File: config.mk
export PLATFORM = sky130hd
export DESIGN_NAME = io_out_fifo
export DESIGN_NICKNAME = d
export VERILOG_FILES = /design/src/rtl/io_out_fifo.sv
export SDC_FILE = /design/constraint.sdc
export NUM_CORES = 1
export LEC_CHECK = 0
export ABC_AREA = 1
export CORE_MARGIN = 2
export CORE_UTILIZATION = 45
export DETAILED_ROUTE_END_ITERATION = 7
export GPL_ROUTABILITY_DRIVEN = 0
export HOLD_SLACK_MARGIN = 0.15
export PLACE_DENSITY_LB_ADDON = 0.08
export SYNTH_ARGS = -nofsm -noshare
export SYNTH_HDL_FRONTEND = slang
export SYNTH_SLANG_ARGS = --single-unit
File: constraint.sdc
create_clock -name clk -period 2.4 [get_ports clk]
set_input_delay 0.36 -clock clk [delete_from_list [all_inputs] [get_ports clk]]
set_output_delay 0.36 -clock clk [all_outputs]
set_load 0.005 [all_outputs]
File: src/rtl/io_out_fifo.sv
// Output-side FIFO between the float core's OUT port and external peripherals.
// Write-side drops on full (flagged by sticky ovf); read side is first-word-fall-through valid/ready.
module io_out_fifo #(
    parameter int NBMANT = 16,
    parameter int NBEXPO = 6,
    parameter int NUIOOU = 8,
    parameter int FDEPTH = 4
) (
    input  logic                            clk,
    input  logic                            rst,
    input  logic                            out_en,
    input  logic [$clog2(NUIOOU)-1:0]       addr_out,
    input  logic [NBMANT+NBEXPO:0]          data_in,
    output logic                            port_valid,
    input  logic                            port_ready,
    output logic [$clog2(NUIOOU)-1:0]       port_addr,
    output logic [NBMANT+NBEXPO:0]          port_data,
    output logic                            full,
    output logic                            empty,
    output logic [$clog2(FDEPTH):0]         count,
    output logic                            ovf,
    input  logic                            ovf_clr
);

    localparam int DW = NBMANT + NBEXPO + 1;
    localparam int AW = $clog2(NUIOOU);
    localparam int PW = $clog2(FDEPTH);
    localparam int CW = PW + 1;

    typedef struct packed {
        logic [AW-1:0] addr;
        logic [DW-1:0] data;
    } entry_t;

    entry_t          mem [FDEPTH];
    entry_t          head;
    logic [PW-1:0]   wr_ptr;
    logic [PW-1:0]   rd_ptr;
    logic            push;
    logic            pop;
    logic            drop;

    // NOTE: full/empty come from the registered count, so port_ready never reaches them combinationally.
    assign full       = (count == CW'(FDEPTH));
    assign empty      = (count == '0);
    assign port_valid = !empty;

    assign pop  = port_valid & port_ready;
    assign push = out_en & (!full | pop);
    assign drop = out_en & full & !pop;

    // Head is forced to zero while empty so stale storage is never exposed.
    assign head      = mem[rd_ptr];
    assign port_addr = empty ? '0 : head.addr;
    assign port_data = empty ? '0 : head.data;

    // NOTE: storage has no reset; only pointers and count are cleared, which is enough to discard entries.
    always_ff @(posedge clk) begin
        if (push) begin
            mem[wr_ptr] <= '{addr: addr_out, data: data_in};
        end
    end

    always_ff @(posedge clk or negedge rst) begin
        if (!rst) begin
            wr_ptr <= '0;
            rd_ptr <= '0;
            count  <= '0;
            ovf    <= 1'b0;
        end else begin
            // Pointers wrap naturally at FDEPTH because FDEPTH is a power of two.
            if (push) wr_ptr <= wr_ptr + PW'(1);
            if (pop)  rd_ptr <= rd_ptr + PW'(1);

            case ({push, pop})
                2'b10:   count <= count + CW'(1);
                2'b01:   count <= count - CW'(1);
                default: count <= count;
            endcase

            if (drop)         ovf <= 1'b1;
            else if (ovf_clr) ovf <= 1'b0;
        end
    end

endmodule

### Word-level counts from Yosys, hierarchy flattened

Memories as Yosys holds them, arrays and structs flattened.
Cells that the tools add are included.

* $add $sub $neg: 4
* eq/ne operators: 3
* mux-type cells: 7
* bitwise gates (word level): 5
* reduce and logical (&&, ||, !) cells: 6

Operators by type and width (number)
* 23-bit two-way mux: 1
* 3-bit case mux with 2 select lines: 1
* 2-bit by 1-bit adder with 2-bit output (second input constant): 2
* 1-bit bitwise AND: 4
* 1-bit two-way mux: 4
* 2-bit nonzero test: 2
* 3-bit by 1-bit adder with 3-bit output (second input constant): 1
* 3-bit equality test (second input constant): 1
* 1-bit zero test: 3
* 3-bit zero test: 1
* 3-bit two-way mux: 1
* 3-bit by 1-bit subtractor with 3-bit output (second input constant): 1
* 2-bit by 1-bit equality test with 1-bit output (second input constant): 1
* 2-bit equality test (second input constant): 1
* 1-bit OR: 1

* register bits after elaboration: 8
* bits in writable memories: 104
* input port bits: 31
* output and inout port bits: 33
* memories: 1

Memory list
* mem: depth 4, width 26, rd ports 1, clocked after memory_dff 0, wr ports 1, line 35 `entry_t mem [FDEPTH];`

### Depth between registers and ports, before layout

* word-level depth: 7
* depth in mapped cells: 12

### Worst setup path before layout

OpenSTA, ideal clock, no wires.

* kind: reg-to-reg
* start point: register count[0]
* end point: memory mem[2][0] (netlist name) (enable)
* setup time: 409 ps
* data arrival time: 1846 ps
* data required time: 1991 ps
* slack: 146 ps
* cell stages (with the launch flop): 5
* clock period less this slack: 2254 ps
* cells stage by stage: dfrtp_1 nor2_2 nand3_1 nand2_2 nor2_1

* longest elaborated chain between the ends: 7

Ends and longest elaborated chain
* start, declared: line 20 `output logic [$clog2(FDEPTH):0] count,`
* start signal, assigned: line 76 `2'b10: count <= count + CW'(1);`
* start signal, assigned: line 77 `2'b01: count <= count - CW'(1);`
* start signal, assigned: line 78 `default: count <= count;`
* 3-bit zero test: line 45 `assign empty = (count == '0);`
* 1-bit zero test: line 46 `assign port_valid = !empty;`
* 1-bit bitwise AND: line 48 `assign pop = port_valid & port_ready;`
* 1-bit OR *: line 49 `assign push = out_en & (!full | pop);`
* 1-bit bitwise AND *: line 49
* 1-bit two-way mux *: line 59 `if (push) begin`
* 1-bit two-way mux (not written as such) *: line 60 `mem[wr_ptr] <= '{addr: addr_out, data: data_in};`
* end, declared: line 35

Every way passes the cells marked *; elsewhere a longest branch is shown, timed or not.

### Worst setup path after layout

* start point: register rd_ptr[0]
* end point: output port_addr[2]

* longest elaborated chain between the ends: 2

Ends and longest elaborated chain
* start, declared: line 38 `logic [PW-1:0] rd_ptr;`
* start signal, assigned: line 73 `if (pop) rd_ptr <= rd_ptr + PW'(1);`
* memory read 4 x 26 bit
* 3-bit two-way mux: line 54 `assign port_addr = empty ? '0 : head.addr;`
* end, declared: line 16 `output logic [$clog2(NUIOOU)-1:0] port_addr,`

No other way between the ends.

==> metrics.yaml <==
status: "finished, final reports clean"
ys_warn_count: 0
fin_cells: 690
placed_area_um2: 5830
synthesis.nets: 510
pwr-share-comb_pct: 45.3
startpoint_type: "flop"
antenna_cells: 0
vias_per_cell: 4.75
crit_chain: "inv_6 > buf_12 > nand2_1 > nand3_1 > a21oi_1 > clkdlybuf4s50_1"
arrival_ns: 1.94
yosysUniqueCellTypes: 22
synth_cells: 473
dp_cells: 673
antenna_found_initial: 0
cts.sinks: 112
worst_slack_ns: 0.0954
setup_tns_ns: 0
wire_per_inst_um: 14.4
yosys.area.top_type: "edfxtp_1"
min_period_ns: 2.30
synth.top_cells.by_area: "edfxtp_1 63%, inv_1 9.1%, nand2_1 9.0%, nand3_1 5.7%, dfrtp_1 4.0%"
start_util_pct: 45.8
clock_path_buffers: 2
slowest_stage: "clkdlybuf4s50_1"
clockRootBuffer: "clkbuf_8"
synthDominantCellAreaShare_pct: 63.2
cts_made_buffers: 9
tritoncts: "yes"
postRouteAntennaNets: 0
fin_util_pct: 56.3
path_max_fanout: 22
setup_viol: 0
hp-class: "in -> async"
netlist_area_um2: 4940
pre_cts_ws_ns: 0.261
required_ns: 2.04
maxSlewViolCount: 0
cts_max_level: 3
synth-edff-count: 104
rsz0062_at_grt: "false"
fin_crit_sh_pct: 96.0
holdWs_ns: 0.278
fp.dieH_um: 109
ioPinCount: 64
rows: 38
swShare_pct: 34.6
nets: 582
coreArea_um2: 10800
first_pass_iters: 4
leakage_nw: 2.67
crit_path_end_kind: "output pin"
drc: 0
avgSynthCellArea_um2: 10.5
path_clk_slew_ns: 0.10
via_count: 3277
ys_seq_elements: 112
grt_max_degree: 35
die_area_um2: 11800
ir_worst_vdd_mv: 0.577
fin_area_um2: 6070
dieWidth_um: 109
crit_path_max_incr_delay_ns: 0.54
sequentialPowerShare_pct: 38.8
internal-power_mw: 4.49
pwr-share-clk_pct: 15.9
dr.first_iter.drc_count: 107
grt_first_pass_wirelength_um: 15800
power.total_mw: 6.86
relSlewSlack_pct: 74.3
overflow: 0
worstMarginPinSlew_ns: 0.384
max_freq_mhz: 434
synthFlopType: "edfxtp_1"
synth_most_common_cell: "inv_1"
p_switching_mw: 2.37
grt_usage_pct: 17.9
cellPowerDensity_nw_per_um2: 1130
clock_skew_ns: 0.00915
wirelength_um: 9950
async_flop_share_pct: 7.14
synthTopCellsByCount: "120 x inv_1, 118 x nand2_1, 104 x edfxtp_1, 56 x nand3_1, 26 x a21oi_1"
io_buffer_count: 63
dp.final_hpwl_um: 6160
hold_viol_final: 0
synthToLayoutAreaGrowth_pct: 22.8
clk_latency_ns: 0.36
worstSetupPathType: "reg -> out"
grt_pass1_vias: 3136
cts_hold_buf: 0
seq_area_frac_synth_pct: 67.2
drv_cap: 0
drive_gt1_share_pct: 8.00
==> layer usage <==
metal / vias up / track usage (%) / wire [um]
met5: - / 0 / 0
met2: 90 / 31.8 / 5010
met4: 0 / 5.40 / 123
met1: 1547 / 22.3 / 4250
met3: 12 / 3.41 / 558
li1: 1628 / - / -
==> logic make-up after synthesis <==
| logic type | Yosys count | share of synthesized area [%] |
|---|---|---|
| compound gates | 29 | 2.96 |
| buf+inv | 141 | 12.3 |
| flops | 112 | 67.2 |
| simple gates | 183 | 15.5 |
| xor+xnor | 2 | 0.354 |
| fa+ha+maj | 6 | 1.67 |
==> area by class of cell <==
type	instances	area, um2
fill	930	4720
sequential	112	3330
multi-input combinational	220	1050
timing repair buffer	79	855
inverter	123	472
tap	140	175
clock buffer	10	128
clock inverter	6	65.1
==> what timing repair did <==
action / CTS / global route
setup endpoints to repair: 2 / 24
gates resized for setup: 1 / 15
setup buffers: 0 / 1
==> cells in the final DEF (no fill, tap or decap) <==
master	count
inv_1	120
nand2_1	118
edfxtp_1	104
clkdlybuf4s50_1	59
nand3_1	56
a21oi_1	24
clkbuf_8	9
buf_12	6
ha_1	5
dfrtp_1	5
buf_4	5
buf_6	5
inv_6	4
nor2_4	4
dlymetal6s2s_1	4
dfrtp_2	3
nand2_2	2
clkinv_1	2
a21oi_2	2
o21ai_0	2
xnor2_1	2
nor2_2	1
nor3_1	1
nand4_1	1
o22ai_1	1
fa_1	1
bufinv_16	1
clkinv_4	1
clkbuf_1	1
clkinv_2	1
==> worst paths after layout <==
check,start,to,cells after the start,slack (ns)
max,rd_ptr[0]$_DFFE_PN0P_,port_addr[2],6,0.1
min,rst,ovf$_DFFE_PN0P_,1,0.28
max reg2reg,count[0]$_DFFE_PN0P_,count[2]$_DFFE_PN0P_,10,0.50
min reg2reg,wr_ptr[0]$_DFFE_PN0P_,wr_ptr[0]$_DFFE_PN0P_,2,0.55
max in group asynchronous,rst,rd_ptr[0]$_DFFE_PN0P_,1,1.83
min in group clk,wr_ptr[0]$_DFFE_PN0P_,wr_ptr[0]$_DFFE_PN0P_,2,0.55
==> sequential cells by signal, summed over array words and instances, names as in the netlist <==
name and flops:
wr_ptr 2, count 3, ovf 1, mem 104, rd_ptr 2
==> power groups by stage <==
stage	registers (mW)	logic [mW]	clock network, mW
floorplan	2.68	1.64	0
CTS	2.66	3.11	1.14
global route	2.70	3.44	1.20
detailed placement	2.70	3.09	0
global placement	2.69	3.07	0
finish	2.66	3.11	1.09
==> critical path, delay by kind of cell, from the launching register on <==
kind	cells	cell delay, ns
buffers and inverters	3	0.83
flip-flops	1	0.44
AO/OA/AOI/OAI	1	0.20
AND/OR/NAND/NOR	2	0.13
Note: power is estimated with default switching activity, not from simulation.
